$ cat config.mk
export PLATFORM = sky130hd
export DESIGN_NAME = serial_sub8
export DESIGN_NICKNAME = d
export VERILOG_FILES = /design/src/rtl/serial_sub8.sv
export SDC_FILE = /design/constraint.sdc
export NUM_CORES = 1
export LEC_CHECK = 0
export BUFFER_PORTS_ARGS = -buffer_cell sky130_fd_sc_hd__clkbuf_2
export CORE_ASPECT_RATIO = 2
export CORE_MARGIN = 2
export CORE_UTILIZATION = 54
export DETAILED_ROUTE_END_ITERATION = 16
export HOLD_SLACK_MARGIN = 0.03
export PLACE_DENSITY = 0.75
export SYNTH_ARGS = -nofsm -noshare
export SYNTH_HDL_FRONTEND = slang
export SYNTH_SLANG_ARGS = --single-unit
$ cat constraint.sdc
create_clock -name clk -period 2.2 [get_ports clk]
set_clock_uncertainty 0.15 [all_clocks]
set_input_delay 0.33 -clock clk [delete_from_list [all_inputs] [get_ports clk]]
set_output_delay 0.33 -clock clk [all_outputs]
set_load 0.01 [all_outputs]
$ cat src/rtl/serial_sub8.sv
// serial_sub8 -- bit-serial unsigned subtractor.
//   Computes a - b one bit per clock, LSB first, with a single full-subtractor
//   cell and a borrow flop. The result {borrow_out, difference} is handed back
//   through a start/busy/done handshake.
// Ports:
//   clk    rising-edge clock
//   rst_n  asynchronous active-low reset
//   start  request, only looked at while idle
//   a, b   minuend / subtrahend, captured on the accepting edge
//   busy   high whenever the engine is not idle
//   done   one-cycle pulse, diff is valid
//   diff   {borrow_out, a-b} == (a - b) mod 2^(WIDTH+1)

// One full-subtractor bit cell.
module serial_sub8_fs (
    input  logic a,
    input  logic b,
    input  logic bin,
    output logic d,
    output logic bout
);
    assign d    = a ^ b ^ bin;
    assign bout = (~a & b) | (~(a ^ b) & bin);
endmodule

module serial_sub8 #(
    parameter int WIDTH = 8
) (
    input  logic             clk,
    input  logic             rst_n,
    input  logic             start,
    input  logic [WIDTH-1:0] a,
    input  logic [WIDTH-1:0] b,
    output logic             busy,
    output logic             done,
    output logic [WIDTH:0]   diff
);
    localparam int CW = (WIDTH > 1) ? $clog2(WIDTH) : 1;

    typedef enum logic [1:0] {IDLE, RUN, DONE} state_t;

    state_t           state, state_nxt;
    logic [WIDTH-1:0] a_sr, b_sr;
    logic [WIDTH-2:0] res;        // result bits gathered so far, MSB = newest
    logic [WIDTH-1:0] shifted;    // res with the current bit pushed in on top
    logic [CW-1:0]    cnt;
    logic             br;
    logic             d_bit, br_nxt;
    logic             last;

    serial_sub8_fs u_fs (
        .a    (a_sr[0]),
        .b    (b_sr[0]),
        .bin  (br),
        .d    (d_bit),
        .bout (br_nxt)
    );

    assign shifted = {d_bit, res};
    // Counter is exactly wide enough for 0..WIDTH-1; leaving RUN at WIDTH-1
    // means it never has to wrap.
    assign last    = (cnt == CW'(WIDTH - 1));

    always_comb begin
        state_nxt = state;
        case (state)
            IDLE:    if (start) state_nxt = RUN;
            RUN:     if (last)  state_nxt = DONE;
            DONE:    state_nxt = IDLE;
            default: state_nxt = IDLE;
        endcase
    end

    always_ff @(posedge clk or negedge rst_n) begin
        if (!rst_n) begin
            state <= IDLE;
            busy  <= 1'b0;
            done  <= 1'b0;
        end else begin
            state <= state_nxt;
            busy  <= (state_nxt != IDLE);
            done  <= (state_nxt == DONE);
        end
    end

    always_ff @(posedge clk or negedge rst_n) begin
        if (!rst_n) begin
            a_sr <= '0;
            b_sr <= '0;
            res  <= '0;
            cnt  <= '0;
            br   <= 1'b0;
            diff <= '0;
        end else begin
            case (state)
                IDLE: if (start) begin
                    a_sr <= a;
                    b_sr <= b;
                    cnt  <= '0;
                    br   <= 1'b0;
                end
                RUN: begin
                    a_sr <= a_sr >> 1;
                    b_sr <= b_sr >> 1;
                    res  <= shifted[WIDTH-1:1];
                    br   <= br_nxt;
                    // diff is only touched on the final bit so it stays
                    // stable for the whole run.
                    if (last) diff <= {br_nxt, shifted};
                    else      cnt  <= cnt + CW'(1);
                end
                default: ;
            endcase
        end
    end
endmodule

### Yosys cells after proc, flatten, opt, wreduce, memory -nomap -nowiden

Index checks and enable logic that the tools add are counted.
W data, S select, Z words.

| cells by class | value |
|---|---|
| reductions and logical operators | 6 |
| equality and inequality tests | 5 |
| multiplexer cells | 12 |
| bitwise logic cells | 7 |
| add/sub/neg operators | 1 |

Operators by type and width:

| operator | number |
|---|---|
| $pmux W8 S2 | 2 |
| $mux W8 | 2 |
| $mux W3 | 2 |
| $pmux W3 S2 | 1 |
| $mux W2 | 2 |
| $ne A2 B2 Y1 const B | 2 |
| $pmux W2 S2 | 1 |
| $reduce_and A2 Y1 | 2 |
| $reduce_bool A2 Y1 | 2 |
| $add A3 B1 Y3 const B | 1 |
| $eq A3 B3 Y1 const B | 1 |
| $reduce_and A3 Y1 | 1 |
| $and A1 B1 Y1 | 2 |
| $eq A2 B1 Y1 const B | 1 |
| $eq A2 B2 Y1 const B | 1 |
| $logic_not A2 Y1 | 1 |
| $not A1 Y1 | 2 |
| $pmux W1 S2 | 1 |
| $xor A1 B1 Y1 | 2 |
| $mux W1 | 1 |
| $or A1 B1 Y1 | 1 |

| word-level totals | value |
|---|---|
| word-level logic and storage cells | 40 |
| register bits | 40 |

### Logic depth before layout (Yosys ltp)

Gate-level depths: netlist (run 1).

| logic depth | value |
|---|---|
| depth after elaboration | 5 |
| depth in mapped cells | 6 |
| mapped depth without buffers | 5 |

### Hierarchy

A second synthesis (run 1) with hierarchy kept.

| unflattened totals | value |
|---|---|
| cell total of the unflattened synthesis | 167 |
| area total of the unflattened synthesis | 1,800.5 sq um |

Modules (own cells, without submodules):

| module | cells each | instances | seq. area each (sq um) | area an instance (sq um) |
|---|---|---|---|---|
| serial_sub8 | 163 | 1 | 1,001.0 | 1,769.2 |
| serial_sub8_fs | 4 | 1 | 0.0 | 31.3 |

### Worst setup path before layout (run 1)

Ideal clock, no wire load.

| timing path | value |
|---|---|
| path kind | flip-flop to flip-flop |
| start point | register cnt[0] |
| end point | register diff[0] |
| path slack | 0.467 ns |
| period minus slack after synthesis | 1.733 ns |
| library setup time | 0.125 ns |
| stages on the path, launching flop included | 6 |
| arrival | 1.458 ns |
| path through | dfrtp_1 -> ha_1 -> ha_1 -> nand3b_1 -> buf_4 -> mux2_2 |

| between the ends | value |
|---|---|
| word-level cells in the longest chain between the ends | 2 |

RTL lines:

| item | line | source |
|---|---|---|
| from (decl) | 46 | `logic [CW-1:0] cnt;` |
| from (signal assigned) | 110 | `else cnt <= cnt + CW'(1);` |
| $eq A3 B3 Y1 | 62 | `assign last = (cnt == CW'(WIDTH - 1));` |
| $reduce_and A2 Y1 (no source line) | n/a |  |
| to (signal assigned) | 109 | `if (last) diff <= {br_nxt, shifted};` |
| to (decl) | 36 | `output logic [WIDTH:0] diff` |

No other way between the ends.
A chain may end at the register's enable or synchronous reset.

### Final worst setup path (run 1)

| timing path | value |
|---|---|
| start point | register cnt[0] |
| end point | register diff[3] |

Same word-level chain as after synthesis.

==> results of run 1 <==
## through the flow
stage | power (W) | util | hold WS [ns]
after floorplan | 0.002005 | - | -0.1156
after global placement | 0.002253 | 0.6229 | 0.1924
after detailed placement | 0.002330 | 0.6229 | 0.1982
after CTS | 0.002827 | 0.6577 | 0.1116
after global routing | 0.003003 | 0.6577 | 0.1427
final | 0.002789 | 0.6577 | 0.1188
## where the power goes
part	internal, W	switching, W	total (W)
Clock	0.000250	0.000242	0.000492
Combinational	0.000495	0.000502	0.000997
Sequential	0.00108	0.000218	0.00130
## metal layers
| layer | vias to the layer above | part of all wire | track usage |
|---|---|---|---|
| li1 | 563 | - | - |
| met1 | 565 | 0.37 | 0.2281 |
| met2 | 35 | 0.56 | 0.3552 |
| met3 | 5 | 0.046 | 0.04783 |
| met4 | 0 | 0.022 | 0.09091 |
| met5 | - | 0 | 0 |
## layout make-up
cell class | instances | share of cell area
multi-input combinational | 86 | 0.3051
sequential | 40 | 0.5171
clock buffer | 6 | 0.04266
inverter | 7 | 0.01487
clock inverter | 2 | 0.005171
timing repair buffer | 34 | 0.09567
tap | 30 | 0.01939
## worst max-delay path, stage by stage (launching register included)
cell      delay [ns]
dfrtp_1         0.41
ha_1            0.21
ha_1            0.26
nand3b_1        0.12
buf_4           0.20
mux2_2          0.36
## kinds of logic (layout without fill, tap and decap cells)
kind of cell,count (synthesis),count (layout),share of synthesized area
fa+ha+maj,3,3,0.02715
flops,40,40,0.6033
compound gates,36,36,0.1403
buf+inv,14,49,0.04072
mux,14,14,0.09502
simple gates,33,33,0.09352
## worst max path at each step
stage	slack, ns	cells past startpoint	end	from
after global routing	0.29	5	diff[6]	cnt[0]
after floorplan	0.47	5	diff[0]	cnt[0]
final	0.39	5	diff[3]	cnt[0]
after detailed placement	0.39	5	diff[3]	cnt[0]
after CTS	0.37	5	diff[3]	cnt[0]
after global placement	0.47	5	diff[6]	cnt[0]
## layout by cell type, fill, tap and decap left out, types with 2 or more instances in the layout
cell / synthesis / routed
clkbuf_2: 0 / 29
clkbuf_8: 0 / 6
a21oi_1: 11 / 11
dfrtp_1: 40 / 40
nor3_1: 6 / 6
o2bb2ai_1: 4 / 4
o22ai_1: 12 / 12
o21ai_0: 2 / 2
nand2_1: 5 / 5
o32ai_1: 2 / 2
nor2_1: 16 / 16
clkinv_2: 0 / 2
a22oi_1: 3 / 3
nand2b_1: 2 / 2
buf_4: 2 / 4
inv_1: 5 / 5
mux2_2: 14 / 14
ha_1: 2 / 2
## registers in the layout, summed over array words and instances (netlist names)
name	cells
state	2
done	1
a_sr	8
diff	9
br	1
b_sr	8
cnt	3
res	7
busy	1
## repair_timing
item,4_1_cts,5_1_grt
resized for setup,0,0
hold buffers,1,0
hold endpoints to repair,22,0
==> results.md, run 1 <==
- DP Worst Slack: 0.3851 ns
- Routed wire per std cell: 15.19 um
- R2R depth: 5
- Via/cell ratio: 5.698
- Row count: 28
- IO buf count: 29
- Fillers: 240
- Critical path required time: 2.23 ns
- Fmax: 551.9 MHz
- Pwr Density: 1441 nW/um2
- Vias in the first global route: 1189
- Root buf cell: clkbuf_8
- Final Slew Violations: 0
- First-pass GRT wire length: 5326 um
- Final worst-path cycle share: 0.8236
- DRT iter0 DRCs: 19
- DP HPWL: 2377 um
- LEAKAGE: 0.9351 nW
- Layout cells sized above 1: 0.3314
- Crit start category: flop
- Seq cells post-synth: 40
- Ys flop type: dfrtp_1
- Clk Latency, worst-skew pair: 0.29 ns
- GRT Residual Overflow: 0
- Slew headroom: 0.6273
- Worst r2r dst: diff[3]
- Area occupied by multi-input gates: 590.6 um2
- Critical R2R Launch: cnt[0]
- Worst-Margin Slew: 0.5591 ns
- Syn_nets: 162
- Seq. cell area: 1001 um2
- Worst-path clk slew: 0.07 ns
- R2R Setup Slk: 0.39 ns
- Mean Syn Cell Area: 11.85 um2
- # nets final: 196
- Hold Path Cell Cnt: 3
- Final TNS setup: 0 ns
- Post-synth top area cell: dfrtp_1
- Final WS setup: 0.3881 ns
- Share of the synthesized area in the top cell type: 0.6033
- IO Count: 30
- VDD IR max: 0.7567 mV
- Core Region: 2943 um2
- CTS tree: yes
- Ys Warns: 0
- Netlist cell types: 26
- Status: finished, final reports clean
- Pin count of the biggest net entering global routing: 25
- Hold WC Path Type: in -> reg
- Post-synth ARST share: 1.000
- Unrepaired setup endpoints after global routing: false
- TritonCTS buffer count: 5
- Final setup fails: 0
- DIE HEIGHT: 82.39 um
- Placed Instances: 196
- CTS sink cnt: 40
- Die X: 43.20 um
- Post-CTS setup buffer count: 0
- Cell count after synthesis: 140
- Worst hold endpoint: b_sr[7]
- Vias post-DR: 1168
- Full die area: 3559 um2
- Dpl cell area: 1833 um2
- Routed wire length: 3114 um
- Register area share after synthesis: 0.6033
- DRT Pass-1 Iters: 4
- Final worst path period need: 1.812 ns
- Commonest cells in the netlist: dfrtp_1, nor2_1, mux2_2
- Critical path capture point type: flop
- Layout Cells excl Fill: 205
- Mapped Area: 1659 um2
- Design area: 1936 um2
- Post-synth EDFFs: 0
- Initial antenna violation count: 0
- Max cap viols: 0
- Drt drc: 0
- Hold Crit Start: b[7]
- Top cells by area, synth: dfrtp_1, mux2_2, o22ai_1, nor2_1, a21oi_1
- ANT cells: 0
- Critical path class: reg -> reg
- Final ANT Viol Nets: 0
- Crit path max fanout: 12
- CTS H-Tree Depth: 2
- Most frequent cell after synthesis: dfrtp_1
- Gpl congestion: 0.7443
- Area delta synth->final: 16.67%
- Final hold vios: 0
- Crit path DAT: 1.84 ns
- Initial Utilization: 0.5638
- GR Util All Layers: 0.2024
- Clk buf depth: 2
No activity file was read; power rests on OpenSTA's default activity.
==> run 2, diff against run 1 <==
==> constraint.sdc (replaced) <==
create_clock -name clk -period 1.8 [get_ports clk]
set_clock_uncertainty 0.15 [all_clocks]
set_input_delay 0.27 -clock clk [delete_from_list [all_inputs] [get_ports clk]]
set_output_delay 0.27 -clock clk [all_outputs]
set_load 0.01 [all_outputs]
==> run 2 against run 1 <==
Against the previous run: first-iteration DRC count is 32% lower; core utilization is 0.60 points higher; sequential share of layout area is 0.46 points lower.
==> results.md, run 2 (synthesized netlist as in run 1, its figures left out) <==
- Pin count of the biggest net entering global routing: 41 (+64%)
- Resized cells post-CTS: 0 (unchanged)
- Most flop-heavy register: diff
- Max cap viols: 0 (unchanged)
- Layout Cells excl Fill: 206 (+0.49%)
- Fmax: 584.8 MHz (+6.0%)
- Final Slew Violations: 0 (unchanged)
- Unrepaired setup endpoints after global routing: false
- VDD IR max: 1.090 mV (+44%)
- Hold WC Path Type: in -> reg
- ANT cells: 0 (unchanged)
- Critical path class: reg -> reg
- Placed Instances: 197 (+0.51%)
- Cell repeated most along the worst path: ha_1
- Initial antenna violation count: 0 (unchanged)
- Final ANT Viol Nets: 0 (unchanged)
- IO buf count: 29 (unchanged)
- Final worst-path cycle share: 0.9499 (+0.1263)
- GRT Residual Overflow: 0 (unchanged)
- Final worst path period need: 1.710 ns (-0.1020 ns)
- First-pass GRT wire length: 5195 um (-2.5%)
- Slowest CP cell: dfrtp_1
- TritonCTS buffer count: 5 (unchanged)
- Row count: 28 (unchanged)
- Full die area: 3559 um2 (unchanged)
- Max FFs per register: 9 (unchanged)
- Status: finished, final reports clean
- Final setup fails: 0 (unchanged)
- LEAKAGE: 0.9408 nW (+0.61%)
- Drt drc: 0 (unchanged)
- Critical R2R Launch: cnt[0]
- Worst path max stage delay: 0.42 ns (about the same)
- Crit path max fanout: 12 (unchanged)
- Layout cells sized above 1: 0.3239 (-0.007565)
- Critical path capture point type: flop
- Clk Latency, worst-skew pair: 0.29 ns (about the same)
- Top flop regs: diff (9), a_sr (8), b_sr (8)
- DP HPWL: 2279 um (-4.1%)
- Critical path buffer and inverter count: 1 (unchanged)
- IO Count: 30 (unchanged)
- Worst-path clk slew: 0.07 ns (about the same)
- DP Worst Slack: 0.1123 ns (-0.2729 ns)
- Final design utilization: 0.6637 (+0.005952)
- CTS H-Tree Depth: 2 (unchanged)
- Clk buf depth: 2 (unchanged)
- Commonest cells after routing, fill and taps aside: dfrtp_1, clkbuf_2, nor2_1
- Vias post-DR: 1163 (-0.43%)
- Hold Crit Start: b[7]
- Core Region: 2943 um2 (unchanged)
- Slew headroom: 0.6184 (-0.008932)
- Die X: 43.20 um (unchanged)
- Crit path DAT: 1.73 ns (-0.11 ns)
- Top delay family on crit path: flip-flops
- Routed wire per std cell: 14.87 um (-2.1%)
- GR Util All Layers: 0.1968 (-0.005548)
- Via/cell ratio: 5.646 (-0.91%)
- Final WS setup: 0.09013 ns (-0.2980 ns)
- DRT Pass-1 Iters: 4 (unchanged)
- Gpl congestion: 0.7490 (+0.63%)
- Pwr Density: 1753 nW/um2 (+22%)
- Initial Utilization: 0.5638 (unchanged)
- Most common cell after layout, fill and taps aside: dfrtp_1
- DIE HEIGHT: 82.39 um (unchanged)
- CP startpoint: cnt[0]
- DRT iter0 DRCs: 13 (-6)
- Critical path, cell by cell: ha_1 > ha_1 > nand3b_1 > buf_12 > mux2_2
- CTS sink cnt: 40 (unchanged)
- Crit start category: flop
- Worst-Margin Slew: 0.5725 ns (+0.01340 ns)
- Area delta synth->final: 17.72%
- Routed wire length: 3063 um (-1.6%)
- Root buf cell: clkbuf_8
- Final TNS setup: 0 ns (unchanged)
- Critical path required time: 1.82 ns (-0.41 ns)
- # nets final: 197 (+0.51%)
- Vias in the first global route: 1141 (-4.0%)
- CTS tree: yes
- Final hold vios: 0 (unchanged)
==> run 2: changes by cell type in the layout (fill, tap and decap cells not counted), sizes merged <==
cell / delta
clkbuf: +2
buf: +1
clkinv: -2
==> run 2: final timing paths <==
path                            to  slack [ns]  depth (start not counted)
max reg2reg                diff[1]        0.09                          5
max in group asynchronous  a_sr[2]        0.74                          3
max                        diff[1]        0.09                          5
min                        b_sr[7]        0.05                          3
min in group asynchronous   res[3]        0.42                          3
min reg2reg                diff[7]        0.34                          2
==> run 2: cell type report <==
class	count	area, um2
Sequential cell	40	1001
Fill cell	237	989.7
Multi-Input combinational cell	86	590.6
Timing Repair Buffer	35	205.2
Clock buffer	8	90.09
Tap cell	30	37.54
Inverter	7	28.78
==> run 2: worst min-delay path: cells and delay by family <==
family                 cells  cell delay (ns)
buffers and inverters      1             0.08
AOI/OAI and AO/OA          1             0.05
and+or+nand+nor            1             0.05
==> run 2: routing by layer <==
layer,vias up,wire (um),track usage
met2,30,1660,0.3507
met3,3,117,0.03913
met1,567,1238,0.2296
met4,0,46,0.07273
met5,-,0,0
li1,563,-,-
==> run 2: repair_timing <==
action | CTS | global route
hold endpoints to repair | 40 | 0
hold buffers | 1 | 0
setup buffers | 0 | 0
==> run 2: power breakdown <==
part	total (W)	switching, W	internal [W]
registers	0.00158	0.000259	0.00132
logic	0.00125	0.000619	0.000626
clock network	0.000599	0.000287	0.000312
==> run 2: stage by stage <==
| stage | hold WS [ns] | cell area (um2) | power [W] |
|---|---|---|---|
| 4_1_cts | 0.04013 | 1953 | 0.003478 |
| 6_report | 0.04996 | 1953 | 0.003424 |
| 2_1_floorplan | -0.1756 | 1659 | 0.002450 |
| 3_3_place_gp | 0.1931 | 1853 | 0.002783 |
| 5_1_grt | 0.05150 | 1953 | 0.003686 |
| 3_5_place_dp | 0.2012 | 1853 | 0.002876 |
